[config.mk]
export PLATFORM = sky130hd
export DESIGN_NAME = alu_addsub_dispatch
export DESIGN_NICKNAME = d
export VERILOG_FILES = /design/src/rtl/alu_pkg.sv /design/src/rtl/tc_sm_conv.sv /design/src/rtl/alu_addsub_dispatch.sv
export SDC_FILE = /design/constraint.sdc
export NUM_CORES = 1
export LEC_CHECK = 0
export ABC_AREA = 1
export CAP_MARGIN = 10
export CELL_PAD_IN_SITES_DETAIL_PLACEMENT = 2
export CELL_PAD_IN_SITES_GLOBAL_PLACEMENT = 2
export CORE_MARGIN = 1
export CORE_UTILIZATION = 31
export CTS_BUF_LIST = sky130_fd_sc_hd__clkbuf_4 sky130_fd_sc_hd__clkbuf_8
export DETAILED_ROUTE_END_ITERATION = 10
export GPL_TIMING_DRIVEN = 1
export HOLD_SLACK_MARGIN = 0.12
export PLACE_DENSITY_LB_ADDON = 0.05
export RECOVER_POWER = 100
export SKIP_LAST_GASP = 1
export SLEW_MARGIN = 20
export SYNTH_ARGS = -nofsm -noshare
export SYNTH_HDL_FRONTEND = slang
export SYNTH_HIERARCHICAL = 1
export SYNTH_SLANG_ARGS = --single-unit
[constraint.sdc]
create_clock -name clock -period 2.5 [get_ports clock]
set_input_delay 0.5 -clock clock [delete_from_list [all_inputs] [get_ports clock]]
set_output_delay 0.5 -clock clock [all_outputs]
set_load 0.03 [all_outputs]
[src/rtl/alu_pkg.sv]
`default_nettype none
// ============================================================================
// Module      : alu_pkg
// Description : Shared definitions for the sign-magnitude add/sub front end.
//               Control codes sent to the unit and the dispatch FSM states.
// Revision    : 1.0 - initial release
// ============================================================================
package alu_pkg;

  // Control codes: {1, 0, sign(A), sign(effective B)}
  localparam logic [3:0] ADDPP = 4'b1000;
  localparam logic [3:0] ADDPN = 4'b1001;
  localparam logic [3:0] ADDNP = 4'b1010;
  localparam logic [3:0] ADDNN = 4'b1011;

  typedef enum logic [1:0] {
    IDLE  = 2'd0,
    ISSUE = 2'd1,
    WAIT  = 2'd2,
    RESP  = 2'd3
  } dispatch_state_t;

endpackage
`default_nettype wire

[src/rtl/tc_sm_conv.sv]
`default_nettype none
// ============================================================================
// Module      : tc_sm_conv
// Description : Combinational two's-complement <-> sign-magnitude converter.
//               Forward path: signed A and B (with optional negation of B)
//               to magnitudes plus a 4-bit control code.
//               Reverse path: magnitude/sign back to 32-bit two's complement
//               with an overflow flag.
// Ports       : a_i, b_i, sub_i     - signed operands and subtract select
//               a_mag_o, b_mag_o    - magnitudes of A and effective B
//               ctrl_o              - {1,0,sign(A),sign(effective B)}
//               c_i, c_sign_i       - result magnitude and sign
//               result_o, ovf_o     - two's-complement result, overflow
// Revision    : 1.0 - initial release
// ============================================================================
module tc_sm_conv
  import alu_pkg::*;
(
  input  logic [31:0] a_i,
  input  logic [31:0] b_i,
  input  logic        sub_i,
  output logic [31:0] a_mag_o,
  output logic [31:0] b_mag_o,
  output logic [3:0]  ctrl_o,
  input  logic [31:0] c_i,
  input  logic        c_sign_i,
  output logic [31:0] result_o,
  output logic        ovf_o
);

  logic [32:0] w_a_ext;
  logic [32:0] w_a_mag;
  logic        w_a_neg;
  logic [32:0] w_b_ext;
  logic [32:0] w_b_eff;
  logic [32:0] w_b_mag;
  logic        w_b_neg;
  logic [33:0] w_c_ext;
  logic [33:0] w_v;
  logic        w_unused_msbs;

  // 33-bit arithmetic so that -(-2^31) is representable as +2^31.
  assign w_a_ext = {a_i[31], a_i};
  assign w_a_neg = a_i[31];
  assign w_a_mag = w_a_neg ? (33'd0 - w_a_ext) : w_a_ext;

  assign w_b_ext = {b_i[31], b_i};
  assign w_b_eff = sub_i ? (33'd0 - w_b_ext) : w_b_ext;
  assign w_b_neg = w_b_eff[32];
  assign w_b_mag = w_b_neg ? (33'd0 - w_b_eff) : w_b_eff;

  // Magnitudes never exceed 2^31, so the top bit is always zero.
  assign a_mag_o = w_a_mag[31:0];
  assign b_mag_o = w_b_mag[31:0];
  assign ctrl_o  = ADDPP | {2'b00, w_a_neg, w_b_neg};

  assign w_c_ext  = {2'b00, c_i};
  assign w_v      = c_sign_i ? (34'd0 - w_c_ext) : w_c_ext;
  assign result_o = w_v[31:0];
  // Negative range reaches -2^31, positive only 2^31-1; negative zero is fine.
  assign ovf_o    = c_sign_i ? (c_i > 32'h8000_0000) : (c_i > 32'h7FFF_FFFF);

  assign w_unused_msbs = ^{w_a_mag[32], w_b_mag[32], w_v[33:32]};

endmodule
`default_nettype wire

[src/rtl/alu_addsub_dispatch.sv]
`default_nettype none
// ============================================================================
// Module      : alu_addsub_dispatch
// Description : Front end for the sign-magnitude add/subtract unit. Accepts
//               signed add/sub requests, issues magnitudes plus a control
//               code with a one-cycle start pulse, waits for the unit and
//               returns a two's-complement result with overflow flag.
//               One operation in flight at a time.
// Ports       : clock, reset (async, active low)
//               req_*  - request channel (valid/ready)
//               rsp_*  - response channel (valid/ready)
//               alu_*  - interface to the sign-magnitude unit
// Config      : ALU_DISPATCH_TIMEOUT_EN - build the WAIT timeout counter and
//               error response; otherwise WAIT is unbounded, rsp_err = 0.
// Revision    : 1.0 - initial release
// ============================================================================
module alu_addsub_dispatch
  import alu_pkg::*;
#(
  parameter int TIMEOUT = 64,
  parameter int TW      = $clog2(TIMEOUT + 1)
) (
  input  logic        clock,
  input  logic        reset,
  input  logic        req_valid,
  output logic        req_ready,
  input  logic [31:0] req_a,
  input  logic [31:0] req_b,
  input  logic        req_sub,
  output logic        rsp_valid,
  input  logic        rsp_ready,
  output logic [31:0] rsp_result,
  output logic        rsp_ovf,
  output logic        rsp_err,
  output logic        alu_start,
  output logic [3:0]  alu_control,
  output logic [31:0] alu_A,
  output logic [31:0] alu_B,
  input  logic        alu_finish,
  input  logic [31:0] alu_C,
  input  logic        alu_sign
);

  dispatch_state_t state_q, state_d;

  logic [31:0] alu_a_q;
  logic [31:0] alu_b_q;
  logic [3:0]  alu_ctrl_q;
  logic [31:0] rsp_result_q;
  logic        rsp_ovf_q;
  logic        rsp_err_q;

  logic [31:0] w_a_mag;
  logic [31:0] w_b_mag;
  logic [3:0]  w_ctrl;
  logic [31:0] w_res;
  logic        w_ovf;
  logic        w_timeout;

  logic [31:0] w_unused_res;
  logic        w_unused_ovf;
  logic [31:0] w_unused_amag;
  logic [31:0] w_unused_bmag;
  logic [3:0]  w_unused_ctrl;

  // Forward conversion of the live request operands.
  tc_sm_conv u_to_sm (
    .a_i      (req_a),
    .b_i      (req_b),
    .sub_i    (req_sub),
    .a_mag_o  (w_a_mag),
    .b_mag_o  (w_b_mag),
    .ctrl_o   (w_ctrl),
    .c_i      (32'd0),
    .c_sign_i (1'b0),
    .result_o (w_unused_res),
    .ovf_o    (w_unused_ovf)
  );

  // Reverse conversion of the unit's result, captured on alu_finish.
  tc_sm_conv u_to_tc (
    .a_i      (32'd0),
    .b_i      (32'd0),
    .sub_i    (1'b0),
    .a_mag_o  (w_unused_amag),
    .b_mag_o  (w_unused_bmag),
    .ctrl_o   (w_unused_ctrl),
    .c_i      (alu_C),
    .c_sign_i (alu_sign),
    .result_o (w_res),
    .ovf_o    (w_ovf)
  );

`ifdef ALU_DISPATCH_TIMEOUT_EN
  logic [TW-1:0] cnt_q;

  // A finish in the final counted cycle takes priority over the timeout.
  assign w_timeout = (state_q == WAIT) && !alu_finish &&
                     (cnt_q == TW'(TIMEOUT - 1));

  always_ff @(posedge clock or negedge reset) begin
    if (!reset) begin
      cnt_q <= '0;
    end else if (state_q == ISSUE) begin
      cnt_q <= '0;
    end else if (state_q == WAIT) begin
      cnt_q <= cnt_q + TW'(1);
    end
  end
`else
  logic [TW-1:0] w_unused_cfg;
  assign w_unused_cfg = TW'(TIMEOUT);
  assign w_timeout    = 1'b0;
`endif

  // State register
  always_ff @(posedge clock or negedge reset) begin
    if (!reset) begin
      state_q <= IDLE;
    end else begin
      state_q <= state_d;
    end
  end

  // Next-state logic
  always_comb begin
    state_d = state_q;
    case (state_q)
      IDLE:    if (req_valid) state_d = ISSUE;
      ISSUE:   state_d = WAIT;
      WAIT:    if (alu_finish || w_timeout) state_d = RESP;
      RESP:    if (rsp_ready) state_d = IDLE;
      default: state_d = IDLE;
    endcase
  end

  // FSM outputs
  always_comb begin
    req_ready = 1'b0;
    alu_start = 1'b0;
    rsp_valid = 1'b0;
    case (state_q)
      IDLE:    req_ready = 1'b1;
      ISSUE:   alu_start = 1'b1;
      RESP:    rsp_valid = 1'b1;
      default: ;
    endcase
  end

  // Operand and response registers
  always_ff @(posedge clock or negedge reset) begin
    if (!reset) begin
      alu_a_q      <= '0;
      alu_b_q      <= '0;
      alu_ctrl_q   <= ADDPP;
      rsp_result_q <= '0;
      rsp_ovf_q    <= 1'b0;
      rsp_err_q    <= 1'b0;
    end else begin
      case (state_q)
        IDLE: begin
          if (req_valid) begin
            alu_a_q    <= w_a_mag;
            alu_b_q    <= w_b_mag;
            alu_ctrl_q <= w_ctrl;
          end
        end
        WAIT: begin
          if (alu_finish) begin
            rsp_result_q <= w_res;
            rsp_ovf_q    <= w_ovf;
            rsp_err_q    <= 1'b0;
          end else if (w_timeout) begin
            rsp_result_q <= '0;
            rsp_ovf_q    <= 1'b0;
            rsp_err_q    <= 1'b1;
          end
        end
        default: ;
      endcase
    end
  end

  assign alu_A       = alu_a_q;
  assign alu_B       = alu_b_q;
  assign alu_control = alu_ctrl_q;
  assign rsp_result  = rsp_result_q;
  assign rsp_ovf     = rsp_ovf_q;
  assign rsp_err     = rsp_err_q;

endmodule
`default_nettype wire

==> results.py, run 1 <==
metrics = {
    "timing": {
        "fin_skew_ns": 0.0259,
        "rsz0062_at_grt": "yes",
        "hold_viol": 0,
        "worstMarginPinSlew_ns": 0.850,
        "period_share_pct": 112,
        "layout_setup_ws_ns": -0.312,
        "timing.fmax_mhz": 356,
        "final_max_slew_viol_count": 0,
        "report.final.setup_viol": 17,
        "slew_headroom_pct": 43.3,
        "finalCriticalPeriod_ns": 2.81,
    },
    "final_layout": {
        "register_area_um2": 2580,
        "area_delta_synth_final_pct": 56.8,
        "n_fill_cell": 2790,
        "multi_input_area_um2": 5080,
        "final_area_um2": 12300,
        "drive_gt1_share_pct": 24.9,
        "fin_nets": 1654,
    },
    "detailed_routing": {
        "drc_errors": 0,
        "wirelength_um": 42800,
        "first_pass_iters": 4,
        "vias": 9788,
        "drt-wirelength-per-cell_um": 22.8,
        "drt_iter0_drc": 454,
        "ant_nets": 0,
        "avgViaCountPerCell": 5.22,
    },
    "synthesis": {
        "synth_nets": 1289,
        "syn_avg_cell_area_um2": 6.66,
        "syn-instance-count": 1178,
        "synth_area_um2": 7840,
        "yosysWarnings": 6,
    },
    "floorplan": {
        "start_util_pct": 32.0,
        "placeableCoreArea_um2": 24500,
        "die_area_um2": 25900,
        "row_count": 57,
        "ios": 208,
        "die_w_um": 161,
        "die_y_um": 161,
    },
    "placement": {
        "place_area_um2": 11400,
        "dp_hpwl_um": 26400,
        "gp_congestion": 0.832,
        "port_buffers": 206,
    },
    "power": {
        "pwr-share-clk_pct": 11.2,
        "switchingPower_mw": 5.27,
        "totalPowerFinal_mw": 10.5,
        "leakagePower_nw": 6.13,
        "comb_power_share_pct": 60.3,
        "intPower_mw": 5.22,
        "p_seq_share_pct": 28.4,
        "sw_frac_of_total_pct": 50.3,
        "power_density_nw_per_um2": 853,
        "ir_drop_mv": 0.404,
    },
    "clock_tree": {
        "cts_tree": "done",
        "clock_latency_ns": 0.41,
        "clkTransAtPathRegs_ns": 0.11,
        "numCtsBuffers": 9,
        "clockBufferDepth": 2,
        "cts_htree_levels": 3,
        "clockRootBuffer": "clkbuf_8",
        "clock-sinks": 103,
    },
    "global_route": {
        "grt_max_degree": 69,
        "grt_pass1_vias": 10300,
        "antenna_found_initial": 1,
        "overflow": 0,
        "grt.total_usage_pct": 26.2,
        "grt_pass1_wl_um": 53800,
    },
    "setup_path": {
        "crit_arrival_ns": 3.10,
        "critPathLaunchType": "primary input",
        "criticalPathCategory": "primary input to flop",
        "cp_slowest_cell": "clkdlybuf4s50_1",
        "max_stage_delay_ns": 0.48,
        "path_max_fanout": 3,
        "worstPathCellList": "clkdlybuf4s50_1 -> inv_1 -> buf_4 -> nand2_1 -> nor2_1 -> nand2_1 -> nand2_1 -> nand2_1 -> nand2_1 -> nand2_1 -> nor2_1 -> nand2_2 -> nor2_1 -> nand2_1 -> nand2_1 -> nand2_1 -> nand2_1 -> inv_1 -> nand3_1 -> nand2_1",
        "critPathCaptureType": "flop",
        "required_ns": 2.79,
        "crit_top_cell": "nand2_1",
    },
    "hold_path": {
        "hold_class": "flop to flop",
    },
    "outcome": {
        "status": "finished with violations",
        "violations": "setup timing",
    },
    "run": {
        "maxCapViolCount": 0,
    },
}
## stage by stage
stage	utilization (%)	TNS (ns)	worst slack, ns	hold slack [ns]	cells
6_report	50.1	-1.65	-0.312	0.485	1874
5_1_grt	50.1	-5.22	-0.429	0.507	1873
4_1_cts	48.0	-0.102	-0.0432	0.473	1855
3_5_place_dp	46.3	-27.55	-0.644	0.457	1833
3_3_place_gp	46.3	-17.51	-0.417	0.453	1833
2_1_floorplan	-	0	0.298	0.204	1178
## layout make-up
cell class | count | share of cell area (%)
multi-input combinational | 927 | 41.3
timing repair buffer | 409 | 29.9
sequential | 103 | 21.0
tap | 324 | 3.30
inverter | 93 | 2.86
clock buffer | 9 | 1.01
clock inverter | 7 | 0.661
antenna | 2 | 0.0407
## path summary, 6_finish.rpt
check	start	endpoint	slack, ns	depth (start not counted)
min in group asynchronous	reset	alu_A[15]	0.72	2
max in group asynchronous	reset	rsp_result[29]	0.43	3
setup / recovery	req_b[22]	alu_B[29]	-0.31	20
hold / removal	rsp_ovf	rsp_ovf	0.48	2
setup reg to reg	state_q[0]	alu_B[17]	0.19	6
hold reg to reg	rsp_ovf	rsp_ovf	0.48	2
## critical path, delay by kind of cell
kind | cells | cell delay (ns)
AND/OR/NAND/NOR | 16 | 1.80
buffers and inverters | 4 | 0.81
## power by group through the flow
stage          logic (mW)  registers, mW  clock network, mW
4_1_cts              6.03           2.93               1.17
2_1_floorplan        1.82           4.35                  0
6_report             6.33           2.98               1.18
3_5_place_dp         5.97           2.95                  0
5_1_grt              6.68           3.05               1.24
3_3_place_gp         5.75           2.90                  0
## cell usage in the layout (no fill, tap or decap), types with 3 or more instances in the layout
master and count:
a31oi_1 3, o21ai_1 9, o21ai_0 12, buf_4 195
o31ai_1 4, inv_1 84, nand3_4 3, nor2_4 22
xnor2_1 35, nand2_4 7, xor2_2 3, dlygate4sd2_1 5
nor4_1 4, nor2_2 34, nand3_2 16, nand3b_1 8
ha_1 6, a21oi_1 7, dlymetal6s2s_1 20, nor3_2 4
inv_2 8, nor3_4 5, nand4_1 15, buf_12 4
xor2_1 46, nor2_1 75, clkdlybuf4s50_1 178, o21ai_2 6
nor3_1 7, clkbuf_8 9, nand3_1 145, clkinv_4 4
conb_1 3, dfrtp_1 102, nand2_1 389, or2_2 7
nand2_2 43
## per-layer routing
metal  vias to the layer above  global-route usage, %  part of all wire (%)
li1                       4431                      -                     -
met1                      4928                   29.9                    39
met3                       127                   1.72                   3.0
met4                         0                   10.3                   4.6
met5                         -                      0                     0
met2                       302                   50.2                    54
## registers in the layout, summed over array words and instances, names as in the netlist
signal / cells
alu_A: 32
alu_B: 32
rsp_result: 32
alu_control: 4
state_q: 2
rsp_ovf: 1
## what timing repair did
item / 4_1_cts / 5_1_grt
hold endpoints to repair: 28 / 0
hold buffers: 1 / 0
setup buffers: 5 / 17
resized for setup: 45 / 129
pin swaps: 17 / 55
setup endpoints to repair: 35 / 53
No activity file was read; power rests on OpenSTA's default activity.
==> inputs of run 2 (changes only) <==
CORE_UTILIZATION = 28   (was 31)
CTS_CLUSTER_DIAMETER = 30   (was not set)
SYNTH_HIERARCHICAL = not set   (was 1)
==> run 2 against run 1 <==
Against the previous run: the run ends with DRC, slew limit left; synthesized cell count shrank 12%; cell count shrank 7.5%; via count shrank 16%; clock-buffer cell count is the same; worst hold slack gained 0.0040 ns; total power shrank 13%; sequential power shrank 6%; register-to-register slack gained 0.10 ns; largest cell class unchanged; synthesized area shrank 9.0%; clock power shrank 11%.
==> results.py, run 2 <==
metrics = {
    "timing": {
        "finalCriticalPeriod_ns": 2.43,
        "final_max_slew_viol_count": 90,
        "hold_slack_ns": 0.489,
        "period_share_pct": 97.4,
        "worstMarginPinSlew_ns": 1.52,
        "slew_headroom_pct": -1.45,
        "hold_viol": 0,
        "timing.fmax_mhz": 411,
        "report.final.setup_viol": 0,
        "fin_skew_ns": 0.0121,
    },
    "synthesis": {
        "yosysMostFrequentCell": "nand2_1",
        "syn-instance-count": 1041,
        "yosysWarnings": 0,
        "syn_avg_cell_area_um2": 6.86,
        "yosysTopAreaCell": "dfrtp_1",
        "synth_edf_count": 0,
        "yosys_register_bits": 101,
        "seq_area_frac_synth_pct": 35.4,
        "ys_dominant_reg_cell": "dfrtp_1",
        "synthTopCellsByCount": "nand2_1, nor2_1, dfrtp_1",
        "yosys.cell_types.count": 42,
        "synth_top_cell_area_share_pct": 35.4,
        "synth_async_sr_flop_share_pct": 100,
        "synth_area_um2": 7140,
        "synth_area_leaders": "dfrtp_1, nand2_1, o21ai_0, nor2_1, xor2_1",
    },
    "final_layout": {
        "area_delta_synth_final_pct": 59.9,
        "utilization_pct": 45.5,
        "final_area_um2": 11400,
        "stdcell_count": 1734,
        "final_cell_mix": "nand2_1, buf_4, dfrtp_1, dlygate4sd3_1, clkdlybuf4s50_1",
        "n_antenna_cell": 0,
        "fin_nets": 1509,
        "drive_gt1_share_pct": 22.6,
        "layout_commonest_cell": "nand2_1",
    },
    "floorplan": {
        "die_y_um": 162,
        "die_w_um": 162,
        "die_area_um2": 26100,
        "start_util_pct": 28.4,
        "row_count": 58,
        "placeableCoreArea_um2": 25100,
        "ios": 208,
    },
    "clock_tree": {
        "clockBufferDepth": 2,
        "numCtsBuffers": 9,
        "clockRootBuffer": "clkbuf_8",
        "clock-sinks": 101,
        "clock_latency_ns": 0.39,
        "cts_tree": "done",
        "cts_htree_levels": 3,
        "clkTransAtPathRegs_ns": 0.10,
    },
    "placement": {
        "gp_congestion": 0.797,
        "port_buffers": 204,
        "place_area_um2": 10800,
        "dp_cells": 1711,
        "dp_hpwl_um": 22200,
    },
    "detailed_routing": {
        "avgViaCountPerCell": 4.73,
        "first_pass_iters": 7,
        "wirelength_um": 28200,
        "ant_nets": 0,
        "drt-wirelength-per-cell_um": 16.3,
        "drc_errors": 2,
        "drt_iter0_drc": 237,
        "vias": 8208,
    },
    "global_route": {
        "grt_pass1_vias": 8739,
        "grt_pass1_wl_um": 44600,
        "grt_max_degree": 102,
        "overflow": 0,
        "antenna_found_initial": 0,
        "grt.total_usage_pct": 21.3,
    },
    "setup_path": {
        "worstPathCellList": "clkdlybuf4s50_1 -> buf_6 -> inv_1 -> buf_4 -> o21ai_2 -> nand2_2 -> inv_1 -> nand3_2 -> nor2_4 -> nand3_4 -> o21ai_4 -> nand3b_1 -> nand3_1 -> nand2_1",
        "critPathCaptureType": "flop",
        "criticalPathCategory": "primary input to flop",
        "cp_slowest_cell": "clkdlybuf4s50_1",
        "max_stage_delay_ns": 0.52,
        "crit_top_cell": "inv_1",
        "crit_arrival_ns": 2.71,
        "path_max_fanout": 6,
        "required_ns": 2.78,
        "critPathLaunchType": "primary input",
    },
    "power": {
        "power_density_nw_per_um2": 798,
        "ir_drop_mv": 0.418,
        "leakagePower_nw": 5.54,
    },
    "outcome": {
        "violations": "DRC, slew limit",
        "status": "finished with violations",
    },
    "run": {
        "maxCapViolCount": 0,
    },
    "hold_path": {
        "hold_class": "flop to flop",
    },
}
==> run 2: power by group <==
group / switching (mW) / internal [mW] / total, mW
Combinational: 3.30 / 1.95 / 5.25
Clock: 0.664 / 0.387 / 1.05
Sequential: 0.416 / 2.39 / 2.81
==> run 2: cells by family (layout without fill, tap and decap cells) <==
family | after synthesis | in the layout | share of synthesized area (%)
other | 2 | 3 | 0.105
AOI/OAI and AO/OA | 141 | 141 | 10.7
DFF | 101 | 101 | 35.4
and+or+nand+nor | 592 | 592 | 36.4
xor gates and xnor gates | 70 | 70 | 9.11
buffers and inverters | 128 | 490 | 7.08
adders and majority gates | 7 | 7 | 1.23
==> run 2: final timing paths <==
| kind | startpoint | endpoint | slack [ns] | cells after the start |
|---|---|---|---|---|
| hold / removal | alu_B[22] | alu_B[22] | 0.49 | 2 |
| max in group asynchronous | reset | rsp_result[0] | 0.95 | 2 |
| hold reg to reg | alu_B[22] | alu_B[22] | 0.49 | 2 |
| setup / recovery | req_sub | alu_B[30] | 0.07 | 14 |
| min in group asynchronous | reset | alu_A[10] | 0.53 | 2 |
| setup reg to reg | state_q[0] | rsp_result[10] | 0.29 | 5 |
==> run 2: area by class of cell <==
cell class                 count  area, um^2
multi-input combinational    813        4470
clock buffer                   9         124
fill                        3011       13700
clock inverter                 7        65.1
timing repair buffer         383        3470
inverter                      91         342
tap                          330         413
sequential                   101        2530
==> run 2: critical path, delay by kind of cell <==
family / cells / cell delay, ns
buf+inv: 5 / 0.98
simple gates: 7 / 0.85
compound gates: 2 / 0.37
==> run 2: through the flow <==
| step | setup slack [ns] | TNS (ns) | power [mW] |
|---|---|---|---|
| after floorplan | 0.321 | 0 | 5.71 |
| after global placement | -0.396 | -14.13 | 8.24 |
| after detailed placement | -0.533 | -20.15 | 8.44 |
| after CTS | -0.00803 | -0.00846 | 9.53 |
| after global routing | -0.137 | -0.454 | 9.71 |
| final | 0.0656 | 0 | 9.11 |
==> run 2: what timing repair did <==
item,CTS,global route
setup buffers,1,5
hold buffers,0,0
pin swaps,7,29
gates resized for setup,22,103
cloned,0,1
endpoints found under the setup margin,20,42
==> run 2: per-layer routing <==
layer	up-vias	global-route usage (%)	part of all wire, %
met3	21	1.79	2.3
met1	4006	26.8	44
met4	0	4.33	1.0
met5	-	0	0
li1	4041	-	-
met2	140	39.6	52
